### config.mk
export PLATFORM = sky130hd
export DESIGN_NAME = ram_dma_flat
export DESIGN_NICKNAME = d
export VERILOG_FILES = /design/src/rtl/ram_dma_pkg.sv /design/src/rtl/ram_dma_if.sv /design/src/rtl/ram_dma.sv /design/src/flat_wrapper.sv
export SDC_FILE = /design/constraint.sdc
export NUM_CORES = 1
export LEC_CHECK = 0
export CORE_UTILIZATION = 55
export CTS_CLUSTER_DIAMETER = 50
export CTS_CLUSTER_SIZE = 40
export DETAILED_ROUTE_END_ITERATION = 6
export HOLD_SLACK_MARGIN = 0.1
export PLACE_DENSITY = 0.82
export SYNTH_ARGS = -nofsm -noshare
export SYNTH_HDL_FRONTEND = slang
export SYNTH_SLANG_ARGS = --single-unit
### constraint.sdc
create_clock -name clk -period 4.8 [get_ports clk]
set_input_delay 0.72 -clock clk [delete_from_list [all_inputs] [get_ports clk]]
set_output_delay 0.72 -clock clk [all_outputs]
set_load 0.1 [all_outputs]
### src/rtl/ram_dma_pkg.sv
// Shared definitions for the RAM block-transfer initiator and its bus interface.
package ram_dma_pkg;

  localparam int unsigned ADDR_W = 16;
  localparam int unsigned DATA_W = 8;

  localparam logic OP_COPY = 1'b0;
  localparam logic OP_FILL = 1'b1;

  typedef enum logic [2:0] {
    ST_IDLE,
    ST_RD,
    ST_CAP,
    ST_WR,
    ST_DONE
  } state_t;

  // Command captured when a start is accepted
  typedef struct packed {
    logic              op;
    logic [ADDR_W-1:0] src;
    logic [ADDR_W-1:0] dst;
    logic [ADDR_W-1:0] len;
    logic [DATA_W-1:0] fill;
  } cmd_t;

  // Base plus offset, wrapping around the address space
  function automatic logic [ADDR_W-1:0] addr_off(input logic [ADDR_W-1:0] base,
                                                 input logic [ADDR_W-1:0] off);
    return ADDR_W'(base + off);
  endfunction

endpackage

### src/rtl/ram_dma_if.sv
// Command and RAM-pin bundle for ram_dma; master is the DMA, slave is the control/RAM side.
interface ram_dma_if;
  import ram_dma_pkg::*;

  // command side
  logic              start;
  logic              op;
  logic [ADDR_W-1:0] srcAddr;
  logic [ADDR_W-1:0] dstAddr;
  logic [ADDR_W-1:0] len;
  logic [DATA_W-1:0] fillByte;
  logic              busy;
  logic              done;
  logic [ADDR_W-1:0] count;

  // RAM side
  logic              ramEnable;
  logic              ramReadWrite;
  logic [ADDR_W-1:0] ramAddr;
  logic [DATA_W-1:0] ramDataIn;
  logic [DATA_W-1:0] ramDataOut;

  modport master (
    input  start, op, srcAddr, dstAddr, len, fillByte, ramDataOut,
    output busy, done, count, ramEnable, ramReadWrite, ramAddr, ramDataIn
  );

  modport slave (
    output start, op, srcAddr, dstAddr, len, fillByte, ramDataOut,
    input  busy, done, count, ramEnable, ramReadWrite, ramAddr, ramDataIn
  );

endinterface

### src/rtl/ram_dma.sv
// Block copy / fill engine driving a single-port synchronous RAM.
// Every output is a register loaded from the values for the state being entered,
// so the RAM sees each access in the cycle the FSM occupies the matching state.
module ram_dma
  import ram_dma_pkg::*;
(
  input  logic     clk,
  input  logic     reset,
  ram_dma_if.master bus
);

  state_t            state_q, state_d;
  cmd_t              cmd_q, cmd_d;
  logic              busy_q, busy_d;
  logic              done_q, done_d;
  logic [ADDR_W-1:0] count_q, count_d;
  logic              en_q, en_d;
  logic              rw_q, rw_d;
  logic [ADDR_W-1:0] addr_q, addr_d;
  logic [DATA_W-1:0] din_q, din_d;
  logic [ADDR_W-1:0] next_idx;

  assign bus.busy         = busy_q;
  assign bus.done         = done_q;
  assign bus.count        = count_q;
  assign bus.ramEnable    = en_q;
  assign bus.ramReadWrite = rw_q;
  assign bus.ramAddr      = addr_q;
  assign bus.ramDataIn    = din_q;

  // State register
  always_ff @(posedge clk or posedge reset) begin
    if (reset) state_q <= ST_IDLE;
    else       state_q <= state_d;
  end

  // Next state and next register values for outputs and the latched command
  always_comb begin
    state_d  = state_q;
    cmd_d    = cmd_q;
    busy_d   = 1'b0;
    done_d   = 1'b0;
    count_d  = count_q;
    en_d     = 1'b0;
    rw_d     = 1'b1;
    addr_d   = addr_q;
    din_d    = din_q;
    next_idx = ADDR_W'(count_q + ADDR_W'(1));

    case (state_q)
      ST_IDLE: begin
        if (bus.start) begin
          cmd_d.op   = bus.op;
          cmd_d.src  = bus.srcAddr;
          cmd_d.dst  = bus.dstAddr;
          cmd_d.len  = bus.len;
          cmd_d.fill = bus.fillByte;
          count_d    = '0;
          if (bus.len == '0) begin
            state_d = ST_DONE;
            done_d  = 1'b1;
          end else if (bus.op == OP_FILL) begin
            state_d = ST_WR;
            busy_d  = 1'b1;
            en_d    = 1'b1;
            rw_d    = 1'b0;
            addr_d  = bus.dstAddr;
            din_d   = bus.fillByte;
          end else begin
            state_d = ST_RD;
            busy_d  = 1'b1;
            en_d    = 1'b1;
            addr_d  = bus.srcAddr;
          end
        end
      end

      ST_RD: begin
        state_d = ST_CAP;
        busy_d  = 1'b1;
      end

      // Read data is on ramDataOut now; the write-data register doubles as the byte latch
      ST_CAP: begin
        state_d = ST_WR;
        busy_d  = 1'b1;
        en_d    = 1'b1;
        rw_d    = 1'b0;
        addr_d  = addr_off(cmd_q.dst, count_q);
        din_d   = bus.ramDataOut;
      end

      ST_WR: begin
        count_d = next_idx;
        if (next_idx == cmd_q.len) begin
          state_d = ST_DONE;
          done_d  = 1'b1;
        end else if (cmd_q.op == OP_FILL) begin
          state_d = ST_WR;
          busy_d  = 1'b1;
          en_d    = 1'b1;
          rw_d    = 1'b0;
          addr_d  = addr_off(cmd_q.dst, next_idx);
          din_d   = cmd_q.fill;
        end else begin
          state_d = ST_RD;
          busy_d  = 1'b1;
          en_d    = 1'b1;
          addr_d  = addr_off(cmd_q.src, next_idx);
        end
      end

      ST_DONE: begin
        state_d = ST_IDLE;
      end

      default: begin
        state_d = ST_IDLE;
      end
    endcase
  end

  // Output, counter and command registers
  always_ff @(posedge clk or posedge reset) begin
    if (reset) begin
      cmd_q   <= '0;
      busy_q  <= 1'b0;
      done_q  <= 1'b0;
      count_q <= '0;
      en_q    <= 1'b0;
      rw_q    <= 1'b1;
      addr_q  <= '0;
      din_q   <= '0;
    end else begin
      cmd_q   <= cmd_d;
      busy_q  <= busy_d;
      done_q  <= done_d;
      count_q <= count_d;
      en_q    <= en_d;
      rw_q    <= rw_d;
      addr_q  <= addr_d;
      din_q   <= din_d;
    end
  end

endmodule

### src/flat_wrapper.sv
// flat-port wrapper written by rule: the top's interface ports become plain ports
module ram_dma_flat import ram_dma_pkg::*;
  (clk, reset, bus_start, bus_op, bus_srcAddr, bus_dstAddr, bus_len, bus_fillByte, bus_ramDataOut, bus_busy, bus_done, bus_count, bus_ramEnable, bus_ramReadWrite, bus_ramAddr, bus_ramDataIn);
  ram_dma_if bus_i ();
  input  logic clk;
  input  logic reset;
  input wire logic [$bits(bus_i.start)-1:0] bus_start;
  input wire logic [$bits(bus_i.op)-1:0] bus_op;
  input wire logic [$bits(bus_i.srcAddr)-1:0] bus_srcAddr;
  input wire logic [$bits(bus_i.dstAddr)-1:0] bus_dstAddr;
  input wire logic [$bits(bus_i.len)-1:0] bus_len;
  input wire logic [$bits(bus_i.fillByte)-1:0] bus_fillByte;
  input wire logic [$bits(bus_i.ramDataOut)-1:0] bus_ramDataOut;
  output wire logic [$bits(bus_i.busy)-1:0] bus_busy;
  output wire logic [$bits(bus_i.done)-1:0] bus_done;
  output wire logic [$bits(bus_i.count)-1:0] bus_count;
  output wire logic [$bits(bus_i.ramEnable)-1:0] bus_ramEnable;
  output wire logic [$bits(bus_i.ramReadWrite)-1:0] bus_ramReadWrite;
  output wire logic [$bits(bus_i.ramAddr)-1:0] bus_ramAddr;
  output wire logic [$bits(bus_i.ramDataIn)-1:0] bus_ramDataIn;
  assign bus_i.start = bus_start;
  assign bus_i.op = bus_op;
  assign bus_i.srcAddr = bus_srcAddr;
  assign bus_i.dstAddr = bus_dstAddr;
  assign bus_i.len = bus_len;
  assign bus_i.fillByte = bus_fillByte;
  assign bus_i.ramDataOut = bus_ramDataOut;
  assign bus_busy = bus_i.busy;
  assign bus_done = bus_i.done;
  assign bus_count = bus_i.count;
  assign bus_ramEnable = bus_i.ramEnable;
  assign bus_ramReadWrite = bus_i.ramReadWrite;
  assign bus_ramAddr = bus_i.ramAddr;
  assign bus_ramDataIn = bus_i.ramDataIn;
  ram_dma u_core (.clk(clk), .reset(reset), .bus(bus_i));
endmodule
==> impl_metrics.ini <==
[global_routing]
grt_start_max_net_pins = 44
grt_pass1_wl_um = 30770
overflow = 0
grt_pass1_vias = 5991
track_usage_pct = 30.68
antenna_found_initial = 0

[timing]
clock_skew_ns = 0.007109
post-route-min-period_ns = 4.024
fmax_ghz = 0.2485
whs_ns = 0.4964
grt_setup_unrepaired = false
period_share_pct = 83.83
tightestPinTransition_ns = 1.199
slew-limit-headroom_pct = 19.75
drv_slew = 0
finalSetupViolCount = 0
hold_viol_final = 0
setup_tns_ns = 0

[power]
vdd_drop_max_mv = 0.4106
p_leak_nw = 3.771
power_density_mw_per_mm2 = 752.1

[die]
num_rows = 41
core_mm2 = 0.01257
die-area_mm2 = 0.01334
die_w_um = 115.5
start_util_pct = 56.38
num_io_pins = 112
dieHeight_um = 115.5

[synthesis]
async_flop_share_pct = 100.0
syn-num-nets = 775
netlist.area_leader.share_pct = 36.38
synth_most_common_cell = dfrtp_1
synth_warnings = 0
synth-main-ff-cell = dfrtp_1
synth_edf_count = 0
avgSynthCellArea_um2 = 10.51
synth_commonest_cells = dfrtp_1, mux2_2, nand2_1
ys_top_cells_by_area = dfrtp_1, mux2_2, ha_1
seq_area_frac_synth_pct = 36.75
syn_inst = 674
synth_cell_types = 74
yosysTopAreaCell = dfrtp_1
ys_ff_latch = 104
syn_area_mm2 = 0.007086

[clock_tree]
cts_buffers = 9
cts_tree = yes
cts_resized = 0
clockBufferDepth = 2
clock_sinks = 104
clock-root-buffer = clkbuf_16
htreeDepth = 3
clk_latency_ns = 0.36
clk_pin_slew_ns = 0.07
cts-hold-fix-buffers = 0
post-cts-setup-buffer-count = 0

[min_path]
holdPathStages = 1
hp-class = register to register

[placement]
io_buffers = 111
place_hpwl_um = 14560
gp_congestion = 0.9148

[route]
drcViolationCount = 0
antenna_left = 0
viasPerCell = 6.192
drt_iter0_drc = 401
routed_wl_um = 19460
vias = 5901
wl_per_cell_um = 20.42
firstDrtPassIters = 5

[critical_path]
crit_top_cell = o21ai_0
critPathLaunchType = register
critPathMaxStageDelay_ns = 0.57
path_class = register to register
cp.required_ns = 5.04
cp_slowest_cell = dfrtp_1
path_max_fanout = 10
path_cells = nand4_4, o21ai_0, o21ai_0, ha_1, a21o_1, or4_1, o311a_1, a41oi_1, o2111ai_1, o31ai_1, mux2i_1, o32a_1
r2r_cells = 12
worst_setup_path_end_kind = register
cp.arrival_ns = 4.26

[final_layout]
nets = 877
fillers = 951
synthToLayoutAreaGrowth_pct = 22.27
layout-drive-gt1-share_pct = 17.29
diodes = 0

[run]
drv_cap = 0

[status]
status = complete, no violations
per-layer routing:
metal | share of wire, % | track usage [%]
met2 | 49 | 52.42
met5 | 0 | 0
met3 | 5.5 | 4.079
met1 | 41 | 38.09
met4 | 4.2 | 15.76
worst max-delay path, delay by kind of cell (launching register included):
kind	cells	cell delay (ns)
AOI/OAI and AO/OA	8	2.21
muxes	1	0.12
adders and majority gates	1	0.38
DFF	1	0.57
and+or+nand+nor	2	0.62
path summary, 6_finish.rpt:
kind                       slack [ns]                 endpoint                     from
max in group asynchronous        3.24    u_core.bus.ramAddr[0]                    reset
min                              0.50  u_core.bus.ramDataIn[7]  u_core.bus.ramDataIn[7]
max                              0.78   u_core.bus.ramAddr[14]      u_core.bus.count[0]
min reg2reg                      0.50  u_core.bus.ramDataIn[7]  u_core.bus.ramDataIn[7]
max reg2reg                      0.78   u_core.bus.ramAddr[14]      u_core.bus.count[0]
min in group asynchronous        0.70          u_core.cmd_q[4]                    reset
logic make-up (layout without fill, tap and decap cells):
| group | Yosys count | in the layout | synth area share [%] |
|---|---|---|---|
| XOR/XNOR | 61 | 61 | 9.447 |
| AND/OR/NAND/NOR | 157 | 157 | 12.01 |
| adder cells (fa/ha/maj) | 33 | 33 | 6.039 |
| multiplexers | 120 | 120 | 18.89 |
| flip-flops | 104 | 104 | 36.75 |
| AO/OA/AOI/OAI | 150 | 150 | 13.95 |
| buffers and inverters | 49 | 156 | 2.914 |
cell usage in the layout (no fill, tap or decap), drive strengths merged, types with 4 or more instances in the layout:
cell,count
a211oi,15
buf,11
a21o,11
xnor3,6
nand2,47
inv,19
xor2,17
nand2b,8
mux2i,28
nor2,31
a21oi,24
o21ai,45
a22o,5
ha,31
nor3,10
nor2b,6
o21bai,4
a31oi,5
o31ai,6
dfrtp,103
clkdlybuf4s50,111
o211ai,4
xnor2,35
or3,7
and2,7
nand3,10
mux2,92
clkbuf,11
o22ai,5
nor4,9
nand4,7
power breakdown:
group / switching, mW / leakage (nW) / internal, mW
combinational: 2.49 / 2.36 / 1.64
sequential: 0.344 / 1.26 / 1.27
clock: 0.345 / 0.146 / 0.419
total: 3.18 / 3.77 / 3.33
through the flow:
step	worst slack, ns	instance area, µm²	power, mW	utilization [%]	cells
2_1_floorplan	0.6985	7086	4.711	-	674
3_3_place_gp	1.062	8364	5.595	66.55	937
3_5_place_dp	0.8948	8364	5.718	66.55	937
4_1_cts	0.8695	8663	6.504	68.93	953
5_1_grt	0.5582	8663	6.868	68.93	953
6_report	0.7764	8663	6.516	68.93	953
final cells by class:
cell class | instances | area, µm² | area share [%]
Tap cell | 172 | 215.2 | 2.484
Timing Repair Buffer | 122 | 1194 | 13.78
Multi-Input combinational cell | 521 | 4282 | 49.42
Sequential cell | 104 | 2604 | 30.05
Clock inverter | 5 | 56.30 | 0.6499
Inverter | 18 | 70.07 | 0.8088
Clock buffer | 11 | 242.7 | 2.802
flip-flops by register name, summed over array words and instances (netlist names):
name	flops
u_core.bus.ramDataIn	8
u_core.state_q	3
u_core.bus.ramReadWrite	1
u_core.bus.count	16
u_core.bus.busy	1
u_core.bus.ramEnable	1
u_core.bus.ramAddr	16
u_core.bus.done	1
u_core.cmd_q	57
Power figures use the tool's default switching activity.
